### config.mk
export PLATFORM = sky130hd
export DESIGN_NAME = gsm_coef_ctrl
export DESIGN_NICKNAME = d
export VERILOG_FILES = /design/src/rtl/gsm_coef_ctrl.sv
export SDC_FILE = /design/constraint.sdc
export NUM_CORES = 2
export LEC_CHECK = 0
export ABC_AREA = 0
export CAP_MARGIN = 5
export CORE_UTILIZATION = 30
export DETAILED_ROUTE_END_ITERATION = 6
export GPL_TIMING_DRIVEN = 0
export SYNTH_ARGS = -nofsm -noshare
export SYNTH_HDL_FRONTEND = slang
export SYNTH_SLANG_ARGS = --single-unit
### constraint.sdc
create_clock -name sys_clk -period 72.1 [get_ports sys_clk]
set_clock_uncertainty 0.05 [all_clocks]
set_input_delay 14.42 -clock sys_clk [delete_from_list [all_inputs] [get_ports sys_clk]]
set_output_delay 14.42 -clock sys_clk [all_outputs]
set_load 0.02 [all_outputs]
### src/rtl/gsm_coef_ctrl.sv
// Double-banked coefficient store and load/swap controller for the 101-tap
// symmetric GSM channel filter. A host loads NCOEF words into the shadow bank,
// commits, and the banks swap on the next sample strobe. y_valid then stays low
// until FLUSH_LEN strobes (including the swap strobe) have passed, so that
// filter outputs mixing old and new coefficients are flagged invalid.
//
// Handshake: a coefficient word transfers on every sys_clk edge where
// cw_valid and cw_ready are both high. cw_ready depends only on the FSM state,
// never on cw_valid. The sender holds cw_data stable while cw_valid is high.
module gsm_coef_ctrl #(
  parameter int WIDTH     = 18,
  parameter int NCOEF     = 51,
  parameter int FLUSH_LEN = 110
) (
  input  logic                    sys_clk,
  input  logic                    reset,
  input  logic                    sam_clk_en,
  input  logic                    load_start,
  input  logic                    cw_valid,
  output logic                    cw_ready,
  input  logic signed [WIDTH-1:0] cw_data,
  input  logic                    commit,
  input  logic [5:0]              coef_rd_addr,
  output logic signed [WIDTH-1:0] coef_rd_data,
  output logic                    bank_sel,
  output logic                    y_valid,
  output logic                    busy,
  output logic                    load_err,
  output logic [2:0]              state_dbg
);

  // Bank index width; the filter-side address port is 6 bits, so NCOEF <= 64.
  localparam int AW = (NCOEF > 1) ? $clog2(NCOEF) : 1;
  localparam int PW = $clog2(NCOEF + 1);
  localparam int FW = (FLUSH_LEN > 1) ? $clog2(FLUSH_LEN) : 1;
  localparam logic [PW-1:0] LAST_PTR   = PW'(NCOEF - 1);
  localparam logic [FW-1:0] FLUSH_INIT = FW'(FLUSH_LEN - 1);
  localparam logic [6:0]    NCOEF_A    = 7'(NCOEF);

  typedef enum logic [2:0] {
    IDLE      = 3'd0,
    LOAD      = 3'd1,
    ARMED     = 3'd2,
    SWAP_WAIT = 3'd3,
    FLUSH     = 3'd4
  } state_t;

  state_t                  state;
  state_t                  state_nxt;
  logic [PW-1:0]           wr_ptr;
  logic [FW-1:0]           flush_cnt;
  logic signed [WIDTH-1:0] bank0 [NCOEF];
  logic signed [WIDTH-1:0] bank1 [NCOEF];

  logic          ptr_clr;
  logic          word_wr;
  logic          swap;
  logic          flush_done;
  logic          err_set;
  logic [AW-1:0] wr_idx;
  logic [AW-1:0] rd_idx;
  logic          rd_in_range;

  assign wr_idx      = wr_ptr[AW-1:0];
  assign rd_idx      = coef_rd_addr[AW-1:0];
  assign rd_in_range = ({1'b0, coef_rd_addr} < NCOEF_A);

  assign cw_ready  = (state == LOAD);
  assign busy      = (state != IDLE);
  assign state_dbg = state;

  // State register.
  always_ff @(posedge sys_clk or posedge reset) begin
    if (reset) state <= IDLE;
    else       state <= state_nxt;
  end

  // Next-state decode and one-cycle control strobes for the datapath.
  always_comb begin
    state_nxt  = state;
    ptr_clr    = 1'b0;
    word_wr    = 1'b0;
    swap       = 1'b0;
    flush_done = 1'b0;
    err_set    = 1'b0;
    case (state)
      IDLE: begin
        if (load_start) begin
          ptr_clr   = 1'b1;
          state_nxt = LOAD;
        end
      end
      LOAD: begin
        // Restart beats a commit, which beats a word arriving in the same cycle.
        if (load_start) begin
          ptr_clr = 1'b1;
        end else if (commit) begin
          err_set   = 1'b1;
          state_nxt = IDLE;
        end else if (cw_valid) begin
          word_wr = 1'b1;
          if (wr_ptr == LAST_PTR) state_nxt = ARMED;
        end
      end
      ARMED: begin
        if (load_start) begin
          ptr_clr   = 1'b1;
          state_nxt = LOAD;
        end else if (commit) begin
          state_nxt = SWAP_WAIT;
        end
      end
      SWAP_WAIT: begin
        if (sam_clk_en) begin
          swap      = 1'b1;
          state_nxt = FLUSH;
        end
      end
      FLUSH: begin
        // The strobe that takes the counter from 1 to 0 is the FLUSH_LEN-th
        // strobe counted from the swap strobe.
        if (sam_clk_en && (flush_cnt <= FW'(1))) begin
          flush_done = 1'b1;
          state_nxt  = IDLE;
        end
      end
      default: state_nxt = IDLE;
    endcase
  end

  // Shadow write pointer.
  always_ff @(posedge sys_clk or posedge reset) begin
    if (reset)        wr_ptr <= '0;
    else if (ptr_clr) wr_ptr <= '0;
    else if (word_wr) wr_ptr <= wr_ptr + PW'(1);
  end

  // Flush strobe counter.
  always_ff @(posedge sys_clk or posedge reset) begin
    if (reset)                                flush_cnt <= '0;
    else if (swap)                            flush_cnt <= FLUSH_INIT;
    else if (flush_done)                      flush_cnt <= '0;
    else if (state == FLUSH && sam_clk_en)    flush_cnt <= flush_cnt - FW'(1);
  end

  // Active bank select, output-valid flag and sticky load error.
  always_ff @(posedge sys_clk or posedge reset) begin
    if (reset) begin
      bank_sel <= 1'b0;
      y_valid  <= 1'b0;
      load_err <= 1'b0;
    end else begin
      if (swap) begin
        bank_sel <= ~bank_sel;
        y_valid  <= 1'b0;
      end
      if (flush_done) y_valid <= 1'b1;
      if (err_set)      load_err <= 1'b1;
      else if (ptr_clr) load_err <= 1'b0;
    end
  end

  // Coefficient banks; only the shadow bank (not bank_sel) is ever written.
  always_ff @(posedge sys_clk or posedge reset) begin
    if (reset) begin
      for (int i = 0; i < NCOEF; i++) begin
        bank0[i] <= '0;
        bank1[i] <= '0;
      end
    end else if (word_wr) begin
      if (bank_sel) bank0[wr_idx] <= cw_data;
      else          bank1[wr_idx] <= cw_data;
    end
  end

  // Registered filter-side read from the bank active in the read cycle.
  always_ff @(posedge sys_clk or posedge reset) begin
    if (reset)            coef_rd_data <= '0;
    else if (!rd_in_range) coef_rd_data <= '0;
    else if (bank_sel)    coef_rd_data <= bank1[rd_idx];
    else                  coef_rd_data <= bank0[rd_idx];
  end

endmodule

==> run_results.csv <==
group,metric,value,unit
run_status,status,"finished clean",
timing,slew_viol_final,0,
yosys,synth_cell_types,55,
place,hpwl,191,mm
place,gp_congestion,0.897,
route,ant_nets,0,
die,initial_utilization,0.302,
timing,setup_viol_count_final,0,
timing,hold_violations,0,
worst_setup_path,crit_path_end_kind,"flop",
worst_setup_path,arrival,20.16,ns
die,core-area,288000,um^2
clock_network,clk_pin_slew_worst_paths,0.06,ns
pwr,peakVddDrop,0.0215,mV
timing,rsz0062_at_grt,"false",
final_layout,final_net_count,6027,
worst_setup_path,r2r-start,"bank_sel$_DFFE_PP0P_",
timing,fin_setup_tns,0,ns
route,avgRoutedWirePerCell,26.0,um
worst_setup_path,required,72.73,ns
route,vias_per_cell,5.13,
global_routing,overflow,0,
route,dr_total_vias,51052,
route,drt-initial-drc-count,3673,
die,die_w,540,um
clock_network,holdBufCountCts,0,
final_layout,final_area,99600,um^2
worst_setup_path,r2r_setup_slack,68.01,ns
hold_path,hold_end,"bank0[362]$_DFFE_PP0P_",
final_layout,final_core_util,0.346,
route,highest_layer,"met5",
final_layout,seqCellArea,46900,um^2
yosys,ys_warn_count,0,
route,remaining_drc_errors,0,
die,die_h,540,um
route,dr_wl_met3,12.1,mm
pwr,leakagePower,49.0,nW
clock_network,cts.sinks,1873,
yosys,ys_seq_elements,1873,
global_routing,grt_usage,0.178,
pwr,power_density,23.6,nW/um^2
worst_setup_path,crit_fanout,10,
place,portBuffers,35,
route,first_pass_iters,6,
die,placementRows,197,
global_routing,first_global_vias,54686,
hold_path,hold_depth,1,
yosys,netlist_instances,5713,
timing,fmax,0.0512,GHz
final_layout,n_fill_cell,27470,
global_routing,antenna_found_initial,31,
final_layout,multi_input_area,37400,um^2
route,met2_length,125,mm
global_routing,grt_max_degree,136,
route,drt_wl_total,258,mm
clock_network,numCtsBuffers,199,
clock_network,cts_tree,"done",
timing,post-route-min-period,19.53,ns
worst_setup_path,worstSetupPathType,"input pin to flop",
yosys,ys_seq_area_frac,0.539,
yosys,avgSynthCellArea,15.2,um^2
yosys,syn_area,86900,um^2
clock_network,cts-root-buf,"clkbuf_16",
timing,maxSlewHeadroom,0.0357,
worst_setup_path,start_kind,"input pin",
die,ioPinCount,56,
clock_network,clock_path_buffers,3,
worst_setup_path,reg2reg_depth,6,
clock_network,cts_max_level,4,
yosys,synth_fp_nets,5747,
place,dpl_cell_area,92800,um^2
final_layout,area_growth,14.7,%
final_layout,drive_above_1_share,0.376,
hold_path,min_from,"bank0[362]$_DFFE_PP0P_",
die,die-area,292000,um^2
worst_setup_path,timing.rr.end,"coef_rd_data[11]$_DFF_PP0_",
clock_network,cts_resized,0,
clock_network,cts_setup_buffers,0,
timing,period_share,0.271,
job,max_cap_violations,0,
hold_path,hp-class,"flop to flop",
route,met1Wirelength,111,mm
timing,worst_pin_slew,1.43,ns
pwr,p_total,2.36,mW
clock_network,insertion_delay,0.88,ns
global_routing,grt_pass1_wl,384,mm
[layout by cell type (no fill, tap or decap), drive strengths merged, types with 5 or more instances in the layout]
cell type         n
dfrtp          1873
nand2b            8
o22ai            35
a311oi            5
bufinv           11
nor3              9
mux2i           395
clkinvlp          5
nor2b            13
a22oi            74
o41ai            17
buf             263
a211o             5
inv              13
mux2           1847
clkdlybuf4s50    35
o211ai           34
and3              5
a2111oi          34
a21oi            98
or3               5
diode            20
nand2            82
clkdlybuf4s18     6
nor2            207
clkinv           55
clkbuf          578
mux4            305
o221ai           19
nand3            59
a221oi           13
xor2              6
o21ai             6
[synthesized netlist by cell type (all sizes together)]
library cell | number | share of area
dfrtp | 1873 | 0.54
mux2 | 1847 | 0.24
mux2i | 395 | 0.046
mux4 | 305 | 0.079
clkbuf | 288 | 0.012
buf | 225 | 0.018
nor2 | 207 | 0.023
a21oi | 98 | 0.0056
nand2 | 82 | 0.0035
a22oi | 74 | 0.0064
nand3 | 59 | 0.0051
o22ai | 35 | 0.0025
a2111oi | 34 | 0.0034
o211ai | 34 | 0.0029
o221ai | 19 | 0.0019
o41ai | 17 | 0.0017
a221oi | 13 | 0.0013
nor2b | 13 | 0.00094
nor3 | 9 | 0.00052
nand2b | 8 | 0.00058
inv | 7 | 0.00030
o21ai | 6 | 0.00035
xor2 | 6 | 0.00060
a211o | 5 | 0.00050
a311oi | 5 | 0.00050
and3 | 5 | 0.00036
or3 | 5 | 0.00036
a31oi | 4 | 0.00029
and2 | 4 | 0.00029
ha | 4 | 0.00058
nand3b | 4 | 0.00035
nand4 | 4 | 0.00029
or2 | 4 | 0.00029
a211oi | 3 | 0.00026
a21o | 2 | 0.00017
clkinv | 2 | 0.00014
o2111ai | 2 | 0.00020
a2bb2oi | 1 | 0.00010
a41o | 1 | 0.00012
nor4b | 1 | 0.00027
o21a | 1 | 0.000086
or4 | 1 | 0.000086
xnor2 | 1 | 0.00010
[power breakdown]
group | leakage, nW | switching [mW] | internal (mW)
clock | 3.35 | 0.446 | 0.606
combinational | 19.5 | 0.149 | 0.0659
sequential | 26.1 | 0.0143 | 1.07
total | 49.0 | 0.609 | 1.75
[routing by layer]
| layer | track usage | vias to the layer above |
|---|---|---|
| met4 | 0.0760 | 2 |
| met1 | 0.233 | 27706 |
| met3 | 0.0276 | 394 |
| met2 | 0.291 | 1251 |
| li1 | - | 21699 |
| met5 | 0 | - |
[flip-flops by register name, summed over array words and instances, names as in the netlist]
| signal | flops |
|---|---|
| bank1 | 918 |
| wr_idx | 6 |
| bank_sel | 1 |
| flush_cnt | 7 |
| state_dbg | 3 |
| coef_rd_data | 18 |
| bank0 | 918 |
| y_valid | 1 |
| load_err | 1 |
[kinds of logic after synthesis]
kind of cell               after synthesis  share of synthesized area
AOI/OAI and AO/OA                      354                     0.0284
DFF                                   1873                      0.539
and+or+nand+nor                        406                     0.0358
adders and majority gates                4                   0.000576
muxes                                 2547                      0.364
buffers and inverters                  522                     0.0310
xor gates and xnor gates                 7                   0.000706
[worst max-delay path: stages]
cell             delay (ns)
clkdlybuf4s50_1        0.60
buf_2                  0.52
buf_2                  0.60
buf_2                  0.59
buf_1                  0.77
mux2i_1                0.39
a221oi_1               0.98
o221ai_1               0.80
o41ai_1                0.43
[cell type report]
class	instances	share of cell area
multi-input combinational	3318	0.375
timing repair buffer	79	0.0112
buffer	513	0.0269
sequential	1873	0.470
antenna	20	0.000502
clock inverter	75	0.00912
tap	3781	0.0475
inverter	9	0.000465
clock buffer	290	0.0589
[stage by stage]
step / instances / hold WS, ns / setup WS [ns]
floorplan: 5713 / 0.402 / 4.74
global placement: 9529 / 0.411 / -13.88
detailed placement: 9573 / 0.419 / 52.06
CTS: 9938 / 0.431 / 52.98
global route: 9950 / 0.443 / 52.74
finish: 9958 / 0.429 / 52.57
[worst max path at each step]
stage	from	endpoint	slack [ns]	depth (start not counted)
global placement	reset	bank0[56]$_DFFE_PP0P_	-13.88	2
global route	coef_rd_addr[2]	coef_rd_data[7]$_DFF_PP0_	52.74	9
floorplan	reset	bank0[0]$_DFFE_PP0P_	4.74	1
detailed placement	coef_rd_addr[2]	coef_rd_data[6]$_DFF_PP0_	52.06	9
CTS	coef_rd_addr[2]	coef_rd_data[7]$_DFF_PP0_	52.98	9
finish	coef_rd_addr[2]	coef_rd_data[7]$_DFF_PP0_	52.57	9
Note: power is estimated with default switching activity, not from simulation.
